### src/rtl/div_arb_pkg.sv
// ============================================================================
// Module      : div_arb_pkg
// Description : Shared constants and state encoding for the div16_arbiter
//               slice (arbiter, round-robin picker and divider core).
// Revision    : 1.0 - initial release
// ============================================================================
`default_nettype none

package div_arb_pkg;

  // Operand / quotient width of the shared divider core.
  localparam int W = 16;

  // Cycles from an accepted request (IDLE) to its ack pulse (RESP).
  localparam int DIV_LAT = 22;

  typedef enum logic [1:0] {
    IDLE = 2'd0,
    LOAD = 2'd1,
    WAIT = 2'd2,
    RESP = 2'd3
  } state_t;

endpackage

`default_nettype wire

### src/rtl/div16_arbiter_core.sv
// ============================================================================
// Module      : div16_core
// Description : 16-bit unsigned iterative (restoring) divider, one quotient
//               bit per cycle. run low loads the operands and clears done;
//               run high iterates and then raises done, which stays high
//               until the next run-low restart. Divisor 0 yields 0xFFFF.
// Ports       : clock, reset - system clock, synchronous active-high reset
//               run          - low for a cycle restarts the core
//               num, den     - dividend / divisor, sampled while run is low
//               done         - quotient valid
//               ret          - quotient
// Revision    : 1.0 - initial release
// ============================================================================
`default_nettype none

module div16_core
  import div_arb_pkg::*;
(
  input  logic         clock,
  input  logic         reset,
  input  logic         run,
  input  logic [W-1:0] num,
  input  logic [W-1:0] den,
  output logic         done,
  output logic [W-1:0] ret
);

  // Quotient bits are produced on run cycles 1..16; done is raised on run
  // cycle 19 so every job has the same fixed turnaround regardless of data.
  localparam logic [4:0] NUM_ITER = 5'd16;
  localparam logic [4:0] DONE_AT  = 5'd18;

  logic [4:0]   cnt;
  logic [W-1:0] rem;
  logic [W-1:0] quo;
  logic [W-1:0] dsr;
  logic [W:0]   sh;
  logic [W:0]   diff;
  logic         ge;

  always_comb begin
    sh   = {rem, quo[W-1]};
    ge   = (sh >= {1'b0, dsr});
    diff = sh - {1'b0, dsr};
  end

  always_ff @(posedge clock) begin
    if (reset) begin
      cnt  <= '0;
      rem  <= '0;
      quo  <= '0;
      dsr  <= '0;
      done <= 1'b0;
    end else if (!run) begin
      cnt  <= '0;
      rem  <= '0;
      quo  <= num;
      dsr  <= den;
      done <= 1'b0;
    end else if (!done) begin
      cnt <= cnt + 5'd1;
      if (cnt < NUM_ITER) begin
        if (ge) begin
          rem <= diff[W-1:0];
          quo <= {quo[W-2:0], 1'b1};
        end else begin
          rem <= sh[W-1:0];
          quo <= {quo[W-2:0], 1'b0};
        end
      end
      if (cnt == DONE_AT) begin
        done <= 1'b1;
      end
    end
  end

  assign ret = quo;

endmodule

`default_nettype wire

### src/rtl/div16_arbiter_rr_pick.sv
// ============================================================================
// Module      : rr_pick
// Description : Combinational round-robin picker. Selects the first set bit
//               of req at or after ptr, wrapping around NREQ.
// Ports       : req   - request vector
//               ptr   - priority pointer (index searched first)
//               gnt   - one-hot grant (all zero when nothing requested)
//               idx   - binary index of the granted requester
//               found - at least one request is set
// Revision    : 1.0 - initial release
// ============================================================================
`default_nettype none

module rr_pick #(
  parameter int NREQ = 4,
  parameter int PW   = 2
) (
  input  logic [NREQ-1:0] req,
  input  logic [PW-1:0]   ptr,
  output logic [NREQ-1:0] gnt,
  output logic [PW-1:0]   idx,
  output logic            found
);

  logic [PW-1:0] cand;

  always_comb begin
    gnt   = '0;
    idx   = '0;
    found = 1'b0;
    cand  = '0;
    // Walk the requesters starting at ptr; the first hit wins.
    for (int i = 0; i < NREQ; i++) begin
      cand = PW'((int'(ptr) + i) % NREQ);
      if (!found && req[cand]) begin
        found     = 1'b1;
        idx       = cand;
        gnt[cand] = 1'b1;
      end
    end
  end

endmodule

`default_nettype wire

### src/rtl/div16_arbiter.sv
// ============================================================================
// Module      : div16_arbiter
// Description : Round-robin arbiter/sequencer sharing one 16-bit iterative
//               divider among NREQ requesters. A granted job is latched into
//               the divider operand registers, the core is restarted by a
//               one-cycle in_run low, and the quotient is returned with a
//               one-cycle ack to the granted requester.
// Ports       : clock, reset - system clock, synchronous active-high reset
//               in_req       - per-requester request level
//               in_num       - packed dividends, slice i = requester i
//               in_den       - packed divisors
//               out_gnt      - one-hot grant, held LOAD through RESP
//               out_ack      - one-hot single-cycle ack in RESP
//               out_result   - quotient, valid while out_ack != 0
//               out_busy     - high whenever the FSM is not IDLE
// Config      : DIV_ARB_SIGNED_EN - when defined, operands are treated as
//               two's complement (magnitudes divided, quotient sign fixed).
// Revision    : 1.0 - initial release
// ============================================================================
`default_nettype none

module div16_arbiter
  import div_arb_pkg::*;
#(
  parameter int NREQ = 4
) (
  input  logic              clock,
  input  logic              reset,
  input  logic [NREQ-1:0]   in_req,
  input  logic [NREQ*W-1:0] in_num,
  input  logic [NREQ*W-1:0] in_den,
  output logic [NREQ-1:0]   out_gnt,
  output logic [NREQ-1:0]   out_ack,
  output logic [W-1:0]      out_result,
  output logic              out_busy
);

  localparam int PW = $clog2(NREQ);

  state_t          state, state_nxt;
  logic [PW-1:0]   ptr, ptr_nxt;
  logic [PW-1:0]   gidx, gidx_nxt;
  logic [NREQ-1:0] gnt_nxt;
  logic [NREQ-1:0] ack_nxt;
  logic [W-1:0]    result_nxt;
  logic            busy_nxt;
  logic            run, run_nxt;
  logic            first_wait, first_wait_nxt;
  logic [W-1:0]    div_num, div_num_nxt;
  logic [W-1:0]    div_den, div_den_nxt;
  logic            div_done;
  logic [W-1:0]    div_ret;

  logic [NREQ-1:0] pick_gnt;
  logic [PW-1:0]   pick_idx;
  logic            pick_found;

  logic [W-1:0]    num_arr [NREQ];
  logic [W-1:0]    den_arr [NREQ];
  logic [W-1:0]    sel_num, sel_den;
  logic [W-1:0]    op_num, op_den;
  logic [W-1:0]    ret_fix;

  for (genvar i = 0; i < NREQ; i++) begin : g_unpack
    assign num_arr[i] = in_num[i*W +: W];
    assign den_arr[i] = in_den[i*W +: W];
  end

  rr_pick #(
    .NREQ (NREQ),
    .PW   (PW)
  ) u_pick (
    .req   (in_req),
    .ptr   (ptr),
    .gnt   (pick_gnt),
    .idx   (pick_idx),
    .found (pick_found)
  );

  div16_core u_core (
    .clock (clock),
    .reset (reset),
    .run   (run),
    .num   (div_num),
    .den   (div_den),
    .done  (div_done),
    .ret   (div_ret)
  );

  assign sel_num = num_arr[pick_idx];
  assign sel_den = den_arr[pick_idx];

`ifdef DIV_ARB_SIGNED_EN
  // Divide magnitudes; the quotient sign is remembered from the operands.
  // -32768 negates to itself, which is 32768 read as unsigned.
  logic neg;

  assign op_num  = sel_num[W-1] ? -sel_num : sel_num;
  assign op_den  = sel_den[W-1] ? -sel_den : sel_den;
  assign ret_fix = neg ? -div_ret : div_ret;

  always_ff @(posedge clock) begin
    if (reset) begin
      neg <= 1'b0;
    end else if (state == IDLE && pick_found) begin
      neg <= sel_num[W-1] ^ sel_den[W-1];
    end
  end
`else
  assign op_num  = sel_num;
  assign op_den  = sel_den;
  assign ret_fix = div_ret;
`endif

  always_comb begin
    state_nxt      = state;
    ptr_nxt        = ptr;
    gidx_nxt       = gidx;
    gnt_nxt        = out_gnt;
    ack_nxt        = '0;
    result_nxt     = out_result;
    run_nxt        = run;
    first_wait_nxt = 1'b0;
    div_num_nxt    = div_num;
    div_den_nxt    = div_den;

    case (state)
      IDLE: begin
        if (pick_found) begin
          state_nxt   = LOAD;
          gidx_nxt    = pick_idx;
          gnt_nxt     = pick_gnt;
          div_num_nxt = op_num;
          div_den_nxt = op_den;
          run_nxt     = 1'b0;
        end
      end
      LOAD: begin
        state_nxt      = WAIT;
        run_nxt        = 1'b1;
        first_wait_nxt = 1'b1;
      end
      WAIT: begin
        // done may still reflect the previous job on the first WAIT cycle.
        if (!first_wait && div_done) begin
          state_nxt  = RESP;
          result_nxt = ret_fix;
          ack_nxt    = out_gnt;
        end
      end
      RESP: begin
        state_nxt = IDLE;
        gnt_nxt   = '0;
        ptr_nxt   = (gidx == PW'(NREQ - 1)) ? '0 : gidx + 1'b1;
      end
      default: begin
        state_nxt = IDLE;
        gnt_nxt   = '0;
      end
    endcase

    busy_nxt = (state_nxt != IDLE);
  end

  always_ff @(posedge clock) begin
    if (reset) begin
      state      <= IDLE;
      ptr        <= '0;
      gidx       <= '0;
      out_gnt    <= '0;
      out_ack    <= '0;
      out_result <= '0;
      out_busy   <= 1'b0;
      run        <= 1'b0;
      first_wait <= 1'b0;
      div_num    <= '0;
      div_den    <= '0;
    end else begin
      state      <= state_nxt;
      ptr        <= ptr_nxt;
      gidx       <= gidx_nxt;
      out_gnt    <= gnt_nxt;
      out_ack    <= ack_nxt;
      out_result <= result_nxt;
      out_busy   <= busy_nxt;
      run        <= run_nxt;
      first_wait <= first_wait_nxt;
      div_num    <= div_num_nxt;
      div_den    <= div_den_nxt;
    end
  end

endmodule

`default_nettype wire

### config.mk
export PLATFORM = sky130hd
export DESIGN_NAME = div16_arbiter
export DESIGN_NICKNAME = d
export VERILOG_FILES = /design/src/rtl/div_arb_pkg.sv /design/src/rtl/div16_arbiter_core.sv /design/src/rtl/div16_arbiter_rr_pick.sv /design/src/rtl/div16_arbiter.sv
export SDC_FILE = /design/constraint.sdc
export NUM_CORES = 1
export LEC_CHECK = 0
export BUFFER_PORTS_ARGS = -buffer_cell sky130_fd_sc_hd__buf_2
export CELL_PAD_IN_SITES_DETAIL_PLACEMENT = 1
export CELL_PAD_IN_SITES_GLOBAL_PLACEMENT = 1
export CORE_AREA = 2 2 212 130
export CTS_CLUSTER_DIAMETER = 30
export DETAILED_ROUTE_END_ITERATION = 7
export DIE_AREA = 0 0 214 132
export HOLD_SLACK_MARGIN = 0.15
export PLACE_DENSITY_LB_ADDON = 0.05
export REMOVE_ABC_BUFFERS = 1
export SLEW_MARGIN = 20
export SYNTH_ARGS = -nofsm -noshare
export SYNTH_HDL_FRONTEND = slang
export SYNTH_SLANG_ARGS = --single-unit
### constraint.sdc
create_clock -name clock -period 3.04 [get_ports clock]
set_clock_uncertainty 0.2 [all_clocks]
set_input_delay 0 -clock clock [delete_from_list [all_inputs] [get_ports clock]]
set_output_delay 0 -clock clock [all_outputs]
set_load 0.02 [all_outputs]
-- After elaboration in Yosys (flattened, before gate mapping)
Cells that the tools add are included.
- add/subtract/negate cells: 6
- multipliers: 0
- divide/modulo/power cells: 0
- order comparisons: 11
- eq/ne operators: 8
- shifts and indexed selects: 0
- mux-type cells: 50
- bitwise gates (word level): 8
- reduce and logical (&&, ||, !) cells: 24
- operators by type and width (operator ; number):
    16-bit 2-to-1 mux ; 8
    16-bit binary-select mux with 2-bit select ; 2
    4-bit 2-to-1 mux ; 5
    17-bit by 16-bit greater-or-equal comparator with 1-bit output ; 1
    1-bit 2-to-1 mux ; 17
    16-bit subtractor ; 1
    2-bit 2-to-1 mux ; 7
    2-bit by 3-bit < comparator with 1-bit output, second input constant ; 4
    4-bit OR ; 3
    2-bit AND reduction ; 6
    1-bit binary-select mux with 2-bit select ; 4
    1-bit demux with 2-bit select ; 4
    2-bit by 1-bit greater-or-equal comparator with 1-bit output, second input constant ; 4
    1-bit logical AND ; 8
    2-bit case mux with 4 select lines ; 1
    4-bit case mux with 2 select lines ; 1
    2-bit == test, second input constant ; 3
    2-bit nonzero test ; 3
    5-bit by 1-bit adder with 5-bit output, second input constant ; 1
    5-bit == test, second input constant ; 1
    5-bit < comparator, second input constant ; 1
    2-bit by 1-bit adder with 2-bit output, second input constant ; 2
    2-bit adder, second input constant ; 2
    1-bit zero test ; 4
    other kinds (10) ; 14
- flip-flop bits (word level): 119
- latch bits: 0
- memory bits (writable): 0
- ROM bits: 0
- input bits: 134
- logic and storage cells: 123
- memories kept: 0

-- Depth between registers and ports, before layout
- depth after elaboration: 16
- depth in mapped cells: 12
- mapped depth without buffers: 11

-- By module
From an unflattened synthesis, not the netlist that was laid out.
- cell total of the unflattened synthesis: 784
- area total of the unflattened synthesis: 6929.1 sq um
- modules (own cells, without submodules) (module ; times used ; cells an instance ; area each (sq um) ; sequential area each (sq um)):
    div16_core ; 1 ; 416 ; 3343.2 ; 1081.0
    div16_arbiter ; 1 ; 323 ; 3164.3 ; 1301.2
    rr_pick ; 1 ; 45 ; 421.7 ; 0.0

-- Worst setup path before layout
Ideal clock, no wire load.
- path kind: register to register
- start: register ptr[1]
- end: register div_den[0]
- data arrival time: 2474 ps
- data required time: 2707 ps
- setup slack: 233 ps
- stages on the path, launching flop included: 13
- path buffers: 3
- clock period less this slack: 2807 ps
- cells stage by stage: dfxtp_1 > clkbuf_1 > inv_1 > ha_1 > buf_2 > mux2i_1 > mux2i_1 > nor2b_1 > o21ai_1 > o21ai_1 > nand2b_1 > buf_2 > o221ai_1
- cells in the longest elaborated chain, start to end: 16
- elaborated cells between the ends (all ways): 30
- RTL lines (element ; line ; text):
    from (decl) ; div16_arbiter.sv:41 ; logic [PW-1:0] ptr, ptr_nxt;
    from (signal assigned) ; div16_arbiter.sv:180 ; ptr <= ptr_nxt;
    branches (longest 16 deep; another with 2-bit by 1-bit adder with 2-bit output) ; -- ;
    to (signal assigned) ; div16_arbiter.sv:189 ; div_den <= div_den_nxt;
    to (decl) ; div16_arbiter.sv:50 ; logic [W-1:0] div_den, div_den_nxt;
Parallel ways; which one is timed is not known. The select of a mux whose other input is x is not followed.
A chain may end at the register's enable or synchronous reset.

-- Worst setup path after layout
- start: register u_core.dsr[6]
- end: register u_core.rem[10]
- cells in the longest elaborated chain, start to end: 2
- elaborated cells between the ends (all ways): 3
- RTL lines (element ; line ; text):
    from (decl) ; div16_arbiter_core.sv:36 ; logic [W-1:0] dsr;
    from (signal assigned) ; div16_arbiter_core.sv:58 ; dsr <= den;
    16-bit subtractor / 17-bit by 16-bit greater-or-equal comparator with 1-bit output (equally long branches) ; div16_arbiter_core.sv:44, div16_arbiter_core.sv:43 ;
    16-bit 2-to-1 mux (*) ; div16_arbiter_core.sv:63 ; if (ge) begin
    to (signal assigned) ; div16_arbiter_core.sv:64 ; rem <= diff[W-1:0];
    to (signal assigned) ; div16_arbiter_core.sv:67 ; rem <= sh[W-1:0];
    to (decl) ; div16_arbiter_core.sv:34 ; logic [W-1:0] rem;
Every way passes the cells marked *; elsewhere a longest branch is shown, timed or not.

==> impl_metrics.yaml <==
run_status:
  run_status: "completed"
worst_setup_path:
  critical-path-top-cell-by-count: "a21oi_1"
  cp.arrival_ps: 2920
  worst-endpoint-required_ps: 3130
  max_stage_delay_ps: 400
  crit_family: "compound AO/OA/AOI/OAI gates"
  critical_path_peak_fanout: 20
  critical_path.n_buffers_inverters: 2
  worstSetupEndpointType: "flip-flop"
  worst_setup_path_start_kind: "flip-flop"
  crit_path_cell_trace: "inv_1, ha_1, a21o_1, a211o_1, a21oi_1, a21oi_1, nor2_1, buf_12, mux2i_1, a21oi_1"
  critical_path_class: "reg -> reg"
  crit_path_top_delay_cell: "ha_1"
clock_tree:
  tritoncts_clock_tree: "yes"
  path_clk_slew_ps: 50
  ctsRootBufferMaster: "clkbuf_16"
  cts.htree.levels: 4
  cts_num_sinks: 119
  max-clock-path-buffers: 2
  clock_insertion_delay_worst_skew_ps: 420
  numCtsBuffers: 17
cells_and_area:
  mostFrequentLayoutCells: "buf_2 (158), dlygate4sd3_1 (134), dfxtp_1 (118)"
  final_cells: 1409
  antenna_cells_inserted: 0
  area_delta_synth_final_pct: 49.7
  drive_above_1_share_pct: 22.3
  fill_cells: 3039
  register_area_sq_um: 2380
  finalInstanceArea_sq_um: 9730
  mostFrequentLayoutCell: "buf_2"
  multi_input_comb_area_sq_um: 3770
  final_net_count: 1207
synthesis:
  postSynth.topFlopCell: "dfxtp_1"
  edff_count_synth: 0
  synth_seq_area_share_pct: 36.7
  postSynthCellCount: 748
  mappedNetlistArea_sq_um: 6490
  netlist-cell-type-count: 58
  synth_async_sr_flop_share_pct: 0
  synth_seq_cells: 119
  synthesis.yosys.warnings: 0
  synth.avg_cell_area_sq_um: 8.68
sta:
  maxClockFrequency_mhz: 352
  timing_hold_violations_final: 0
  max_slew.worst_pin.slew_ps: 672
  final_critical_path_setup_slack_ps: 203
  setup_viol_count_final: 0
  fin_crit_sh_pct: 93.3
  fin_tns_setup_ps: 0
  rsz0062_at_grt: "no"
  min_period_ps: 2840
  final-max-slew-violation-count: 0
  relative_slew_slack_pct: 55.0
detailed_routing:
  avgRoutedWirePerCell_microns: 17.4
  detailedRoute.firstPassIterationCount: 4
  drc: 0
  via_count: 6609
  dr.first_iter.drc_count: 222
  route.detailed.vias_per_inst: 4.69
  postRouteWirelength_microns: 24500
  route.antenna.remaining_nets: 0
grt:
  vias_in_the_first_global_route: 7358
  grt_util_all_layers_pct: 17.9
  antenna_found_initial: 0
  grt_overflow: 0
  pin_count_of_the_biggest_net_entering_global_routing: 41
  grt_first_pass_wirelength_microns: 39900
placed_design:
  dpl.cell_count: 1245
  hpwlAfterDp_microns: 16700
  portBuffers: 158
  post_detailed_placement_cell_area_sq_um: 7800
  place_ws_ps: 110
  gp_congestion: 0.821
min_path:
  hp-class: "in -> reg"
die:
  fp-row-count: 46
  num_io_pins: 159
  floorplan.initialDensity_pct: 24.8
  fp.dieH_microns: 132
  die-width_microns: 214
  fp.dieArea_sq_um: 28200
  core_area_sq_um: 26200
power:
  power_per_cell_area_nw_per_um2: 798
  worst_ir_drop_vdd_mv: 0.593
  power_mw: 7.76
  leakage_nw: 3.95
flow_run:
  maximum_capacitance_violations: 0
-- where the power goes --
part | switching [mW] | leakage (nW) | internal, mW
Combinational | 1.94 | 2.71 | 1.63
Sequential | 0.270 | 0.971 | 1.96
Clock | 0.720 | 0.273 | 1.24
Total | 2.93 | 3.95 | 4.83
-- tightest hold or removal path: stages --
cell and delay (ps):
buf_2 190, nor4_1 110, nand2_1 100, a21oi_1 140
a32o_1 220
-- cell usage after synthesis (6+ instances only) --
cell        n  area (sq um)
dfxtp_1   119          2380
nand2_1   110           413
mux2i_1    95           951
nor2_1     64           240
a21oi_1    43           215
inv_1      32           120
o221ai_1   32           280
ha_1       31           388
o21ai_0    28           140
clkbuf_1   26          97.6
a311oi_1   16           140
buf_2      14          70.1
a22oi_1     8          60.1
a31oi_1     8          50.1
buf_4       8          60.1
nor2b_1     8          50.1
nand3_1     7          35.0
xnor2_1     7          61.3
xor2_1      7          61.3
a211oi_1    6          45.0
a21o_1      6          45.0
nor3_1      6          30.0
-- sequential cells by signal (all words and copies together) (netlist names) --
signal       flops
out_ack          4
div_den         16
state            2
u_core.ret      16
gidx             2
u_core.cnt       5
u_core.rem      16
out_result      16
u_core.dsr      16
u_core.done      1
out_gnt          4
out_busy         1
first_wait       1
div_num         16
ptr              2
run              1
-- metrics by stage --
step	hold slack, ps	utilization, %
6_report	195	37.1
5_1_grt	251	37.1
4_1_cts	173	37.0
3_5_place_dp	124	29.8
3_3_place_gp	93.6	29.8
2_1_floorplan	-131	-
-- metal layers --
layer	wire length, microns	GRT usage (%)	vias up
met3	976	3.88	13
met1	12200	24.0	3167
met4	163	3.92	0
met5	0	0	-
met2	11100	29.3	147
li1	-	-	3282
-- cell families after synthesis --
kind of cell    share of synthesized area [%]
mux                                      15.5
fa+ha+maj                                6.28
buf+inv                                  5.70
compound gates                           19.6
xor+xnor                                 1.89
simple gates                             14.4
flops                                    36.7
-- final cells by class --
cell class | instances | share of cell area [%]
Inverter | 32 | 1.24
Clock inverter | 5 | 0.772
Timing Repair Buffer | 326 | 25.2
Sequential cell | 119 | 24.5
Tap cell | 360 | 4.63
Multi-Input combinational cell | 545 | 38.8
Clock buffer | 22 | 4.88
-- worst paths after layout --
check	start	to	slack, ps	depth (start not counted)
max	u_core.dsr[6]$_SDFFE_PP0N_	u_core.rem[10]$_SDFFE_PP0P_	200	10
min	in_req[3]	out_gnt[3]$_SDFFE_PP0P_	190	5
max reg2reg	u_core.dsr[6]$_SDFFE_PP0N_	u_core.rem[10]$_SDFFE_PP0P_	200	10
min reg2reg	out_result[13]$_SDFFE_PP0P_	out_result[13]$_SDFFE_PP0P_	250	2
-- timing repair --
item                       CTS  global route
hold endpoints to repair    66             0
setup buffers                0             3
resized for setup            0             2
hold buffers               134             0
setup endpoints to repair    0            34
(Power assumes the default switching activity.)
